**src/rtl/pll_clk_pkg.sv**
```systemverilog
// Shared types and helpers for the PLL clock-enable manager.
package pll_clk_pkg;

    typedef enum logic [1:0] {
        WAIT_LOCK = 2'd0,
        RELEASE   = 2'd1,
        RUN       = 2'd2
    } state_e;

    // Width of the channel index; kept at least 1 so a single-channel build still has a register.
    function automatic int idx_width(input int n_ch);
        return (n_ch > 1) ? $clog2(n_ch) : 1;
    endfunction

endpackage

```
**src/rtl/clken_divider.sv**
```systemverilog
// One channel of programmable clock-enable generation with glitch-free divisor adoption.
module clken_divider #(
    parameter int               DIV_W       = 8,
    parameter logic [DIV_W-1:0] DEFAULT_DIV = 1
) (
    input  logic             clk,
    input  logic             reset,
    input  logic             chan_rst,
    input  logic [DIV_W-1:0] shadow_div,
    input  logic             pending,
    output logic             clk_en,
    output logic             taken
);

    localparam logic [DIV_W-1:0] ONE = 1;

    logic [DIV_W-1:0] active_q, active_d;
    logic [DIV_W-1:0] cnt_q, cnt_d;
    logic             en_q, en_d;
    logic [DIV_W-1:0] d_eff;
    logic             last;

    assign d_eff = (active_q == '0) ? ONE : active_q;
    assign last  = (cnt_q == (d_eff - ONE));

    // The divisor only changes at a wrap (or while held in reset), so every period is whole.
    always_comb begin
        active_d = active_q;
        cnt_d    = cnt_q;
        en_d     = 1'b0;
        taken    = 1'b0;
        if (chan_rst) begin
            cnt_d = '0;
            if (pending) begin
                active_d = shadow_div;
                taken    = 1'b1;
            end
        end else begin
            en_d = last;
            if (last) begin
                cnt_d = '0;
                if (pending) begin
                    active_d = shadow_div;
                    taken    = 1'b1;
                end
            end else begin
                cnt_d = cnt_q + ONE;
            end
        end
    end

    always_ff @(posedge clk) begin
        if (reset) begin
            active_q <= DEFAULT_DIV;
            cnt_q    <= '0;
            en_q     <= 1'b0;
        end else begin
            active_q <= active_d;
            cnt_q    <= cnt_d;
            en_q     <= en_d;
        end
    end

    // Masking keeps a pulse computed just before a lock-loss reset from leaking out.
    assign clk_en = en_q & ~chan_rst;

endmodule

```
**src/rtl/pll_clken_manager.sv**
```systemverilog
// Qualifies PLL lock, sequences per-channel reset release and drives per-channel clock enables.
module pll_clken_manager
    import pll_clk_pkg::*;
#(
    parameter int N_CH               = 4,
    parameter int DIV_W              = 8,
    parameter int DEFAULT_DIV        = 1,
    parameter int LOCK_STABLE_CYCLES = 16,
    parameter int RST_GAP            = 8,
    parameter int CNT_W              = 8
) (
    input  logic                  clk,
    input  logic                  reset,
    input  logic                  locked,
    input  logic [N_CH*DIV_W-1:0] div_in,
    input  logic                  div_load,
    input  logic                  clr_status,
    output logic [N_CH-1:0]       rst_out,
    output logic [N_CH-1:0]       clk_en,
    output logic                  ready,
    output logic                  lock_lost,
    output logic [CNT_W-1:0]      lock_loss_cnt
);

    localparam int IDX_W = idx_width(N_CH);
    localparam int ST_W  = $clog2(LOCK_STABLE_CYCLES + 1);
    localparam int GAP_W = $clog2(RST_GAP + 1);

    localparam logic [ST_W-1:0]  ST_LAST  = ST_W'(LOCK_STABLE_CYCLES - 1);
    localparam logic [GAP_W-1:0] GAP_LAST = GAP_W'(RST_GAP - 1);
    localparam logic [IDX_W-1:0] IDX_LAST = IDX_W'(N_CH - 1);
    localparam logic [ST_W-1:0]  ST_ONE   = 1;
    localparam logic [GAP_W-1:0] GAP_ONE  = 1;
    localparam logic [IDX_W-1:0] IDX_ONE  = 1;
    localparam logic [CNT_W-1:0] CNT_ONE  = 1;
    localparam logic [DIV_W-1:0] DIV_RST  = DIV_W'(DEFAULT_DIV);

    logic                sync1_q, sync2_q;
    logic                locked_s;
    state_e              state_q, state_d;
    logic [ST_W-1:0]     stable_q, stable_d;
    logic [GAP_W-1:0]    gap_q, gap_d;
    logic [IDX_W-1:0]    idx_q, idx_d;
    logic [N_CH-1:0]     rst_q, rst_d;
    logic                ready_q, ready_d;
    logic                lost_q, lost_d;
    logic [CNT_W-1:0]    cnt_q, cnt_d;

    assign locked_s = sync2_q;

    always_ff @(posedge clk) begin
        if (reset) begin
            sync1_q <= 1'b0;
            sync2_q <= 1'b0;
        end else begin
            sync1_q <= locked;
            sync2_q <= sync1_q;
        end
    end

    always_comb begin
        state_d  = state_q;
        stable_d = stable_q;
        gap_d    = gap_q;
        idx_d    = idx_q;
        rst_d    = rst_q;
        ready_d  = ready_q;
        lost_d   = lost_q & ~clr_status;
        cnt_d    = cnt_q;
        case (state_q)
            WAIT_LOCK: begin
                if (!locked_s) begin
                    stable_d = '0;
                end else if (stable_q == ST_LAST) begin
                    state_d  = RELEASE;
                    stable_d = '0;
                    gap_d    = '0;
                    idx_d    = '0;
                end else begin
                    stable_d = stable_q + ST_ONE;
                end
            end
            RELEASE, RUN: begin
                if (!locked_s) begin
                    // Lock lost after qualification: everything back into reset, event recorded.
                    state_d  = WAIT_LOCK;
                    stable_d = '0;
                    gap_d    = '0;
                    idx_d    = '0;
                    rst_d    = '1;
                    ready_d  = 1'b0;
                    lost_d   = 1'b1;
                    if (cnt_q != '1) begin
                        cnt_d = cnt_q + CNT_ONE;
                    end
                end else if (state_q == RELEASE) begin
                    if (gap_q == GAP_LAST) begin
                        gap_d        = '0;
                        rst_d[idx_q] = 1'b0;
                        if (idx_q == IDX_LAST) begin
                            state_d = RUN;
                            ready_d = 1'b1;
                        end else begin
                            idx_d = idx_q + IDX_ONE;
                        end
                    end else begin
                        gap_d = gap_q + GAP_ONE;
                    end
                end
            end
            default: begin
                state_d = WAIT_LOCK;
            end
        endcase
    end

    always_ff @(posedge clk) begin
        if (reset) begin
            state_q  <= WAIT_LOCK;
            stable_q <= '0;
            gap_q    <= '0;
            idx_q    <= '0;
            rst_q    <= '1;
            ready_q  <= 1'b0;
            lost_q   <= 1'b0;
            cnt_q    <= '0;
        end else begin
            state_q  <= state_d;
            stable_q <= stable_d;
            gap_q    <= gap_d;
            idx_q    <= idx_d;
            rst_q    <= rst_d;
            ready_q  <= ready_d;
            lost_q   <= lost_d;
            cnt_q    <= cnt_d;
        end
    end

    generate
        for (genvar gi = 0; gi < N_CH; gi++) begin : g_ch
            logic [DIV_W-1:0] shadow_q;
            logic             pending_q;
            logic             taken;

            // A fresh load wins over a same-cycle adoption so the newer value is never lost.
            always_ff @(posedge clk) begin
                if (reset) begin
                    shadow_q  <= DIV_RST;
                    pending_q <= 1'b0;
                end else if (div_load) begin
                    shadow_q  <= div_in[gi*DIV_W +: DIV_W];
                    pending_q <= 1'b1;
                end else if (taken) begin
                    pending_q <= 1'b0;
                end
            end

            clken_divider #(
                .DIV_W      (DIV_W),
                .DEFAULT_DIV(DIV_RST)
            ) u_div (
                .clk       (clk),
                .reset     (reset),
                .chan_rst  (rst_q[gi]),
                .shadow_div(shadow_q),
                .pending   (pending_q),
                .clk_en    (clk_en[gi]),
                .taken     (taken)
            );
        end
    endgenerate

    assign rst_out       = rst_q;
    assign ready         = ready_q;
    assign lock_lost     = lost_q;
    assign lock_loss_cnt = cnt_q;

endmodule

```
**config.mk**
```make
export PLATFORM = sky130hd
export DESIGN_NAME = pll_clken_manager
export DESIGN_NICKNAME = d
export VERILOG_FILES = /design/src/rtl/pll_clk_pkg.sv /design/src/rtl/clken_divider.sv /design/src/rtl/pll_clken_manager.sv
export SDC_FILE = /design/constraint.sdc
export NUM_CORES = 1
export LEC_CHECK = 0
export ABC_CLOCK_PERIOD_IN_PS = 8800
export BUFFER_PORTS_ARGS = -buffer_cell sky130_fd_sc_hd__buf_2
export CAP_MARGIN = 25
export CORE_ASPECT_RATIO = 0.6
export CORE_MARGIN = 4
export CORE_UTILIZATION = 39
export DETAILED_ROUTE_END_ITERATION = 8
export HOLD_SLACK_MARGIN = 0.15
export SLEW_MARGIN = 20
export SYNTH_ARGS = -nofsm -noshare
export SYNTH_HDL_FRONTEND = slang
export SYNTH_SLANG_ARGS = --single-unit
```
**constraint.sdc**
```tcl
create_clock -name clk -period 8.8 [get_ports clk]
set_clock_uncertainty 0.05 [all_clocks]
set_input_delay 0.44 -clock clk [delete_from_list [all_inputs] [get_ports clk]]
set_output_delay 0.44 -clock clk [all_outputs]
set_load 0.01 [all_outputs]
```
# ---- Word-level counts from Yosys, hierarchy flattened
# Index checks and enable logic that the tools add are counted.
dict set report word_totals {
  ff_bits 133
  inputBits 37
  word_cells 179
  out_inout_bits 18
}
dict set report classes {
  n_bitwise 13
  n_lt_le_gt_ge 2
  add_sub_neg 12
  mux 71
  eq_ne 20
  reduce_logical 31
}
# operator n
set ops {}
lappend ops {{$mux 8} 16}
lappend ops {{$add 8x1->8 const B} 5}
lappend ops {{$eq 8x8->1} 4}
lappend ops {{$logic_not 8->1} 4}
lappend ops {{$mux 4} 8}
lappend ops {{$sub 8x1->8 const B} 4}
lappend ops {{$mux 1} 27}
lappend ops {{$mux 2} 12}
lappend ops {{$reduce_bool 2->1} 9}
lappend ops {{$mux 5} 3}
lappend ops {{$ne 3x3->1 const B} 4}
lappend ops {{$reduce_or 3->1} 4}
lappend ops {{$pmux 5 s2} 1}
lappend ops {{$reduce_or 2->1} 5}
lappend ops {{$ne 8x8->1 const B} 1}
lappend ops {{$pmux 2 s2} 2}
lappend ops {{$pmux 4 s2} 1}
lappend ops {{$reduce_and 4->1} 2}
lappend ops {{$ne 2x1->1 const B} 3}
lappend ops {{$ne 2x2->1 const B} 3}
lappend ops {{$not 1->1} 6}
lappend ops {{$reduce_and 3->1} 2}
lappend ops {{$reduce_and 6->1} 1}
lappend ops {{$add 5x1->5 const B} 1}
lappend ops {{other kinds (16)} 21}

# ---- Depth between registers and ports, before layout
# Gate-level depths: netlist of the first run.
dict set report depth {
  depth_word 9
  ltp_mapped 10
  ltp_nobuf 10
}

# ---- Hierarchy
# A second synthesis of the first run with hierarchy kept.
dict set report unflattened {
  hier_cells 699
  hier_area_um2 6553.8
}
# mod cells_each area_each_um2 seq_area_each_um2 n_inst
set modules_own_cells {}
lappend modules_own_cells {{clken_divider (g_ch[0].u_div ...)} 104 960.9 340.3 3}
lappend modules_own_cells {pll_clken_manager 279 2686.3 1301.2 1}
lappend modules_own_cells {{clken_divider (g_ch[2].u_div)} 108 984.7 340.3 1}

# ---- Least setup slack after synthesis of the first run
# OpenSTA, ideal clock, no wires.
dict set report synth_path {
  path_type {register to register}
  startpoint {register g_ch[3].u_div.active_q[1]}
  endpoint {register g_ch[3].u_div.active_q[0]}
  path_buffers 0
  stages_incl_launch_ff 11
  path_slack_ns 5.933
  required_ns 8.678
  arrival_time_ns 2.746
  cell_sequence {dfxtp_1 -> or4_4 -> nor4_2 -> nor2_1 -> ha_1 -> xor2_1 -> o211ai_1 -> a311oi_2 -> nand3_2 -> o31ai_4 -> mux2i_1}
}
dict set report synth_between {
  elab_chain_len 5
}
# item line_no
set synth_rtl {}
lappend synth_rtl {{from (decl)} clken_divider.sv:17} ;# logic [DIV_W-1:0] active_q, active_d;
lappend synth_rtl {{from (signal assigned)} clken_divider.sv:58} ;# active_q <= active_d;
lappend synth_rtl {{$logic_not 8->1} clken_divider.sv:23} ;# assign d_eff = (active_q == '0) ? ONE : active_q;
lappend synth_rtl {{$mux 8 (*)} clken_divider.sv:23}
lappend synth_rtl {{$sub 8x1->8 (*)} clken_divider.sv:24} ;# assign last = (cnt_q == (d_eff - ONE));
lappend synth_rtl {{$eq 8x8->1 (*)} clken_divider.sv:24}
lappend synth_rtl {{$reduce_bool 2->1 (no source line) (*)} -}
# Every way passes the cells marked *; elsewhere a longest branch is shown, timed or not.
# A chain may end at the register's enable or synchronous reset.

# ---- Worst setup path in the final report of the first run
dict set report layout_path {
  startpoint {register g_ch[1].u_div.active_q[5]}
  endpoint {register g_ch[1].u_div.active_q[6]}
}
dict set report layout_between {
  elab_chain_len 5
}
# item line_no
set layout_rtl {}
lappend layout_rtl {{from (decl)} clken_divider.sv:17}
lappend layout_rtl {{from (signal assigned)} clken_divider.sv:58}
lappend layout_rtl {{$logic_not 8->1} clken_divider.sv:23}
lappend layout_rtl {{$mux 8 (*)} clken_divider.sv:23}
lappend layout_rtl {{$sub 8x1->8 (*)} clken_divider.sv:24}
lappend layout_rtl {{$eq 8x8->1 (*)} clken_divider.sv:24}
lappend layout_rtl {{$reduce_bool 2->1 (no source line) (*)} -}
# Marks and branches as above.

==> results of run 1 <==
==> worst min-delay path by stage <==
stage / slack [ns] / start / end / cells past startpoint
after floorplan: 0.36 / sync1_q / locked_s / 1
after global placement: 0.38 / sync1_q / locked_s / 1
after detailed placement: 0.39 / sync1_q / locked_s / 1
after CTS: 0.17 / div_in[0] / g_ch[0].shadow_q[0] / 2
after global routing: 0.18 / div_in[16] / g_ch[2].shadow_q[0] / 2
final: 0.19 / div_in[0] / g_ch[0].shadow_q[0] / 2
==> layout make-up <==
cell class                 count  area [um2]
fill                        1640        9300
multi-input combinational    562        3830
sequential                   133        2660
clock buffer                  19         453
timing repair buffer          56         300
tap                          234         293
clock inverter                12         131
inverter                      30         113
==> per-layer routing <==
metal | share of wire | global-route usage | vias up
met5 | 0.00050 | 0 | -
met3 | 0.052 | 0.0382 | 10
met2 | 0.38 | 0.197 | 104
met1 | 0.56 | 0.228 | 2358
li1 | - | - | 2702
met4 | 0.0056 | 0.0411 | 2
==> state kept, by name, summed over array words and instances, names as in the netlist <==
| name | cells |
|---|---|
| gap_q | 4 |
| g_ch.u_div.cnt_q | 32 |
| stable_q | 5 |
| locked_s | 1 |
| rst_out | 4 |
| ready | 1 |
| g_ch.u_div.en_q | 4 |
| lock_loss_cnt | 8 |
| sync1_q | 1 |
| g_ch.pending_q | 4 |
| g_ch.u_div.active_q | 32 |
| lock_lost | 1 |
| idx_q | 2 |
| state_q | 2 |
| g_ch.shadow_q | 32 |
==> power breakdown <==
group / internal [mW] / leakage, nW / switching [mW]
Clock: 0.430 / 0.277 / 0.268
Combinational: 0.0696 / 1.71 / 0.0856
Sequential: 0.622 / 1.08 / 0.0199
==> worst max-delay path, delay by kind of cell (launching register included) <==
kind / cells / cell delay, ns
simple gates: 2 / 0.40
flops: 1 / 0.42
mux: 1 / 0.25
compound gates: 5 / 1.77
fa+ha+maj: 1 / 0.30
==> cells by family after synthesis <==
logic type | after synthesis | synth area share
xor gates and xnor gates | 54 | 0.0697
muxes | 66 | 0.0975
DFF | 133 | 0.392
and+or+nand+nor | 317 | 0.247
AOI/OAI and AO/OA | 108 | 0.120
adders and majority gates | 17 | 0.0313
buffers and inverters | 66 | 0.0426
==> stage by stage <==
| stage | utilization | total power [mW] | hold slack [ns] | cells | cell area [um2] |
|---|---|---|---|---|---|
| detailed placement | 0.422 | 0.809 | 0.389 | 1015 | 7200 |
| global placement | 0.420 | 0.808 | 0.377 | 1014 | 7180 |
| finish | 0.456 | 1.50 | 0.189 | 1046 | 7790 |
| floorplan | - | 0.772 | 0.364 | 761 | 6790 |
| CTS | 0.456 | 1.52 | 0.171 | 1046 | 7790 |
| global route | 0.456 | 1.56 | 0.180 | 1046 | 7790 |
==> placed cells by master, fill, tap and decap left out, types with 7 or more instances in the layout <==
master | netlist | final
nor2_1 | 108 | 108
or3_1 | 8 | 8
inv_1 | 30 | 30
clkbuf_16 | 0 | 17
a31oi_1 | 7 | 7
dfxtp_1 | 133 | 133
xor2_1 | 28 | 28
nand4_1 | 10 | 10
ha_1 | 17 | 17
buf_2 | 2 | 53
a21oi_1 | 23 | 23
o21ai_0 | 26 | 26
nor2b_1 | 18 | 18
nand3_1 | 26 | 26
nor3_1 | 10 | 10
nand2_1 | 32 | 32
and3_1 | 10 | 10
xnor2_1 | 26 | 26
nand2b_1 | 61 | 61
mux2i_1 | 65 | 65
==> results.sh, run 1 <==
export IMPL_routedWlPerCell_um=13.4
export IMPL_dp_slack_ns=5.54
export IMPL_via_count=5176
export IMPL_grt_use_total=0.147
export IMPL_synth_area_leaders="dfxtp_1 39%, mux2i_1 9.6%, nor2_1 6.0%"
export IMPL_dieWidth_um=178
export IMPL_final_max_slew_viol_count=0
export IMPL_clock_sinks=133
export IMPL_synth_commonest_cells="133 x dfxtp_1, 108 x nor2_1, 65 x mux2i_1, 61 x nand2b_1, 32 x nand2_1"
export IMPL_fin_crit_ns=3.27
export IMPL_firstDrtPassIters=4
export IMPL_r2r_end="g_ch[1].u_div.active_q[6]"
export IMPL_insertion_delay_ns=0.41
export IMPL_finalSetupViolations=0
export IMPL_gp_congestion=0.891
export IMPL_areaGrowthSynthToFinish_pct=14.8
export IMPL_synthDominantCellAreaShare=0.392
export IMPL_path_cells="nor2_1 > a31oi_1 > ha_1 > and4bb_2 > o221ai_1 > a2111oi_0 > o2111ai_1 > o31ai_4 > mux2i_1"
export IMPL_cp_arrival_ns=3.55
export IMPL_synth_most_common_cell="dfxtp_1"
export IMPL_slew_headroom=0.469
export IMPL_endpoint_kind="flip-flop"
export IMPL_drc=0
export IMPL_first_global_vias=4705
export IMPL_r2r_start="g_ch[1].u_div.active_q[5]"
export IMPL_dp_hpwl_um=9790
export IMPL_synthCells=761
export IMPL_yosysWarnings=0
export IMPL_max_cap_violations=0
export IMPL_finalWorstSetupSlack_ns=5.53
export IMPL_max_stage_delay_ns=0.62
export IMPL_ant_nets=0
export IMPL_hold_viol=0
export IMPL_syn_nets=815
export IMPL_start_util=0.397
export IMPL_cts_resized=0
export IMPL_io_buffers=54
export IMPL_clk_pin_slew_ns=0.06
export IMPL_crit_end="g_ch[1].u_div.active_q[6]"
export IMPL_antenna_cells=0
export IMPL_worst_pin_slew_ns=0.793
export IMPL_cp_slowest_cell="o31ai_4"
export IMPL_max_vdd_ir_drop_mv=0.123
export IMPL_crit_start="g_ch[1].u_div.active_q[5]"
export IMPL_leakagePower_nw=3.07
export IMPL_synth_main_ff_cell="dfxtp_1"
export IMPL_htreeDepth=4
export IMPL_status="finished, final reports clean"
export IMPL_postSynthAreaPerCell_um2=8.92
export IMPL_grt_pass1_wl_um=23500
export IMPL_ctsHoldBuffers=0
export IMPL_cts_tree="done"
export IMPL_rsz0062_at_grt="no"
export IMPL_rr_worst_depth=9
export IMPL_start_kind="flip-flop"
export IMPL_reg2reg_slack_ns=5.53
export IMPL_coreArea_um2=17100
export IMPL_routed_wirelength_um=14000
export IMPL_synth_cell_types=75
export IMPL_synth_area_leader_cell="dfxtp_1"
export IMPL_fin_setup_tns_ns=0
export IMPL_crit_required_ns=9.08
export IMPL_period_share=0.372
export IMPL_crit_fanout=8
export IMPL_ys_ff_latch=133
export IMPL_drt_iter0_markers=336
export IMPL_path_class="reg2reg"
export IMPL_fp_row_count=37
export IMPL_cts_root_buffer="clkbuf_16"
export IMPL_synth_edff_count=0
export IMPL_die_h_um=110
export IMPL_hp_class="in2reg"
export IMPL_ys_seq_area_frac=0.392
export IMPL_vias_per_cell=4.95
export IMPL_pin_count=55
export IMPL_dieArea_um2=19600
export IMPL_async_reset_ff_frac=0
export IMPL_grt_remaining_overflow=0
export IMPL_powerDensity_nw_per_um2=192
export IMPL_clockBufferDepth=2
export IMPL_max_freq_mhz=306
export IMPL_finalNetCount=854
export IMPL_cts_inserted_buffers=17
export IMPL_syn_area_um2=6790
export IMPL_grt_max_degree=78
export IMPL_cts_setup_buffers=0
export IMPL_layout_drive_gt1_share=0.144
export IMPL_antenna_found_initial=1
(Power assumes the default switching activity.)
==> run 2: changes to the inputs <==
- ABC_AREA: not set -> 1
- ABC_CLOCK_PERIOD_IN_PS: 8800 -> 2940
- clock period: 8.8 -> 2.94 ns (I/O delays scaled with it)
==> run 2 against run 1 <==
Compared with the run above:
- combinational power grew to 3.3 times the previous value
- worst setup slack lost 5.2 ns
- synthesized cell count grew 24%
- clock-buffer cell count shrank 1
- final area grew 5.2%
- largest cell class unchanged
- largest power group unchanged
==> results.sh, run 2 <==
export IMPL_powerDensity_nw_per_um2=588
export IMPL_path_delay_family="simple AND/OR/NAND/NOR gates"
export IMPL_routedWlPerCell_um=12.1
export IMPL_ant_nets=0
export IMPL_cts_root_buffer="clkbuf_16"
export IMPL_postSynthAreaPerCell_um2=7.20
export IMPL_async_reset_ff_frac=0
export IMPL_io_buffers=54
export IMPL_dieWidth_um=178
export IMPL_hp_class="reg2reg"
export IMPL_start_util=0.407
export IMPL_status="finished, final reports clean"
export IMPL_max_vdd_ir_drop_mv=0.410
export IMPL_max_cap_violations=0
export IMPL_period_share=0.876
export IMPL_fin_area_um2=8190
export IMPL_fin_setup_tns_ns=0
export IMPL_crit_required_ns=3.20
export IMPL_cts_resized=0
export IMPL_path_cells="nor2_2 > nand2_1 > nor2_2 > nor2_4 > ha_1 > xor2_1 > nand2_1 > nand2_1 > nand2_1 > inv_2 > nand2_1 > nor2_2 > nand3_2 > nand2_4 > nand3_1 > nand2_1 > nor2_1"
export IMPL_via_count=5857
export IMPL_synth_most_common_cell="nand2_1"
export IMPL_cpMostUsedCell="nand2_1"
export IMPL_pin_count=55
export IMPL_synth_cell_types=40
export IMPL_final_cells=1259
export IMPL_gp_congestion=0.832
export IMPL_path_class="reg2reg"
export IMPL_largest_registers="g_ch.shadow_q (32), g_ch.u_div.active_q (32), g_ch.u_div.cnt_q (32)"
export IMPL_fp_row_count=36
export IMPL_synth_area_leaders="dfxtp_1 39%, nand2_1 9.4%, inv_1 6.9%"
export IMPL_crit_fanout=16
export IMPL_clk_pin_slew_ns=0.06
export IMPL_grt_pass1_wl_um=25500
export IMPL_htreeDepth=4
export IMPL_cp_slowest_cell="dfxtp_1"
export IMPL_finalSetupViolations=0
export IMPL_endpoint_kind="flip-flop"
export IMPL_fin_crit_ns=2.57
export IMPL_final_max_slew_viol_count=0
export IMPL_worst_pin_slew_ns=0.734
export IMPL_syn_nets=994
export IMPL_placed_cell_area_um2=7120
export IMPL_start_kind="flip-flop"
export IMPL_first_global_vias=5277
export IMPL_finalNetCount=1073
export IMPL_antenna_found_initial=0
export IMPL_power_mw=4.82
export IMPL_ys_ff_latch=133
export IMPL_rsz0062_at_grt="no"
export IMPL_drt_iter0_markers=354
export IMPL_synth_commonest_cells="170 x nand2_1, 133 x dfxtp_1, 124 x inv_1, 110 x nor2_1, 80 x nand3_1"
export IMPL_slew_headroom=0.510
export IMPL_crit_buf_inv=1
export IMPL_synthDominantCellAreaShare=0.394
export IMPL_final_cell_mix="170 x nand2_1, 133 x dfxtp_1, 123 x inv_1, 110 x nor2_1, 80 x nand3_1"
export IMPL_synthCells=940
export IMPL_grt_use_total=0.162
export IMPL_final_common_cell="nand2_1"
export IMPL_grt_max_degree=62
export IMPL_insertion_delay_ns=0.41
export IMPL_routed_wirelength_um=15300
export IMPL_dieArea_um2=19600
export IMPL_clock_sinks=133
export IMPL_synth_edff_count=0
export IMPL_grt_remaining_overflow=0
export IMPL_die_h_um=110
export IMPL_cts_tree="done"
export IMPL_coreArea_um2=16600
export IMPL_clockBufferDepth=2
export IMPL_dp_cells=1187
export IMPL_drc=0
export IMPL_max_freq_mhz=388
export IMPL_vias_per_cell=4.65
export IMPL_nFillCells=1634
export IMPL_max_stage_delay_ns=0.50
export IMPL_syn_area_um2=6760
export IMPL_synth_area_leader_cell="dfxtp_1"
export IMPL_synth_main_ff_cell="dfxtp_1"
export IMPL_cts_inserted_buffers=17
export IMPL_final_util=0.493
export IMPL_ys_seq_area_frac=0.394
export IMPL_dp_hpwl_um=10600
export IMPL_layout_drive_gt1_share=0.136
export IMPL_leakagePower_nw=3.61
export IMPL_hold_viol=0
export IMPL_firstDrtPassIters=5
export IMPL_antenna_cells=0
export IMPL_cp_arrival_ns=2.83
export IMPL_yosysWarnings=0
export IMPL_areaGrowthSynthToFinish_pct=21.1
-- run 2: cell count changes in the layout (fill, tap and decap cells not counted), moves of 42 or more --
| cell | change |
|---|---|
| a21oi_1 | +42 |
| inv_1 | +93 |
| mux2i_1 | -65 |
| nand2_1 | +138 |
| nand2b_1 | -61 |
| nand3_1 | +54 |
-- run 2: final timing paths --
check                                 start                   endpoint  slack, ns  cells after the start
setup / recovery  g_ch[1].u_div.active_q[2]  g_ch[1].u_div.active_q[1]       0.37                     17
setup reg to reg  g_ch[1].u_div.active_q[2]  g_ch[1].u_div.active_q[1]       0.37                     17
hold / removal                      sync1_q                   locked_s       0.36                      2
hold reg to reg                     sync1_q                   locked_s       0.36                      2
-- run 2: final cells by class --
class,instances,area [um2],area share
clock buffer,18,429,0.0524
clock inverter,13,231,0.0283
inverter,133,499,0.0609
multi-input combinational,636,3370,0.411
sequential,133,2660,0.325
tap,228,285,0.0348
timing repair buffer,98,716,0.0874
-- run 2: logic make-up (layout without fill, tap and decap cells) --
| group | Yosys count | after routing | share of synthesized area |
|---|---|---|---|
| simple gates | 439 | 439 | 0.296 |
| fa+ha+maj | 17 | 17 | 0.0314 |
| xor+xnor | 47 | 47 | 0.0609 |
| compound gates | 133 | 133 | 0.110 |
| buf+inv | 171 | 262 | 0.108 |
| flops | 133 | 133 | 0.394 |
-- run 2: what timing repair did --
action                    CTS  global route
setup buffers               0             0
hold buffers               41             0
hold endpoints to repair   43             0
-- run 2: stage by stage --
| step | hold WS [ns] | worst slack [ns] |
|---|---|---|
| floorplan | 0.204 | 0.660 |
| global placement | 0.303 | 0.459 |
| detailed placement | 0.305 | 0.445 |
| CTS | 0.361 | 0.414 |
| global route | 0.387 | 0.106 |
| finish | 0.359 | 0.365 |
-- run 2: power by group --
part | switching, mW | leakage, nW | internal [mW]
clock network | 0.795 | 0.304 | 1.58
registers | 0.0607 | 1.09 | 1.87
logic | 0.296 | 2.22 | 0.217
-- run 2: worst min-delay path: cells and delay by family (launching register included) --
kind | cells | cell delay, ns
buffers and inverters | 1 | 0.04
flip-flops | 1 | 0.30
AND/OR/NAND/NOR | 1 | 0.03
-- run 2: routing by layer --
layer	share of wire	up-vias	GRT usage
met2	0.38	105	0.226
li1	-	3157	-
met5	0	-	0
met4	0.012	0	0.0496
met1	0.57	2582	0.246
met3	0.045	13	0.0361
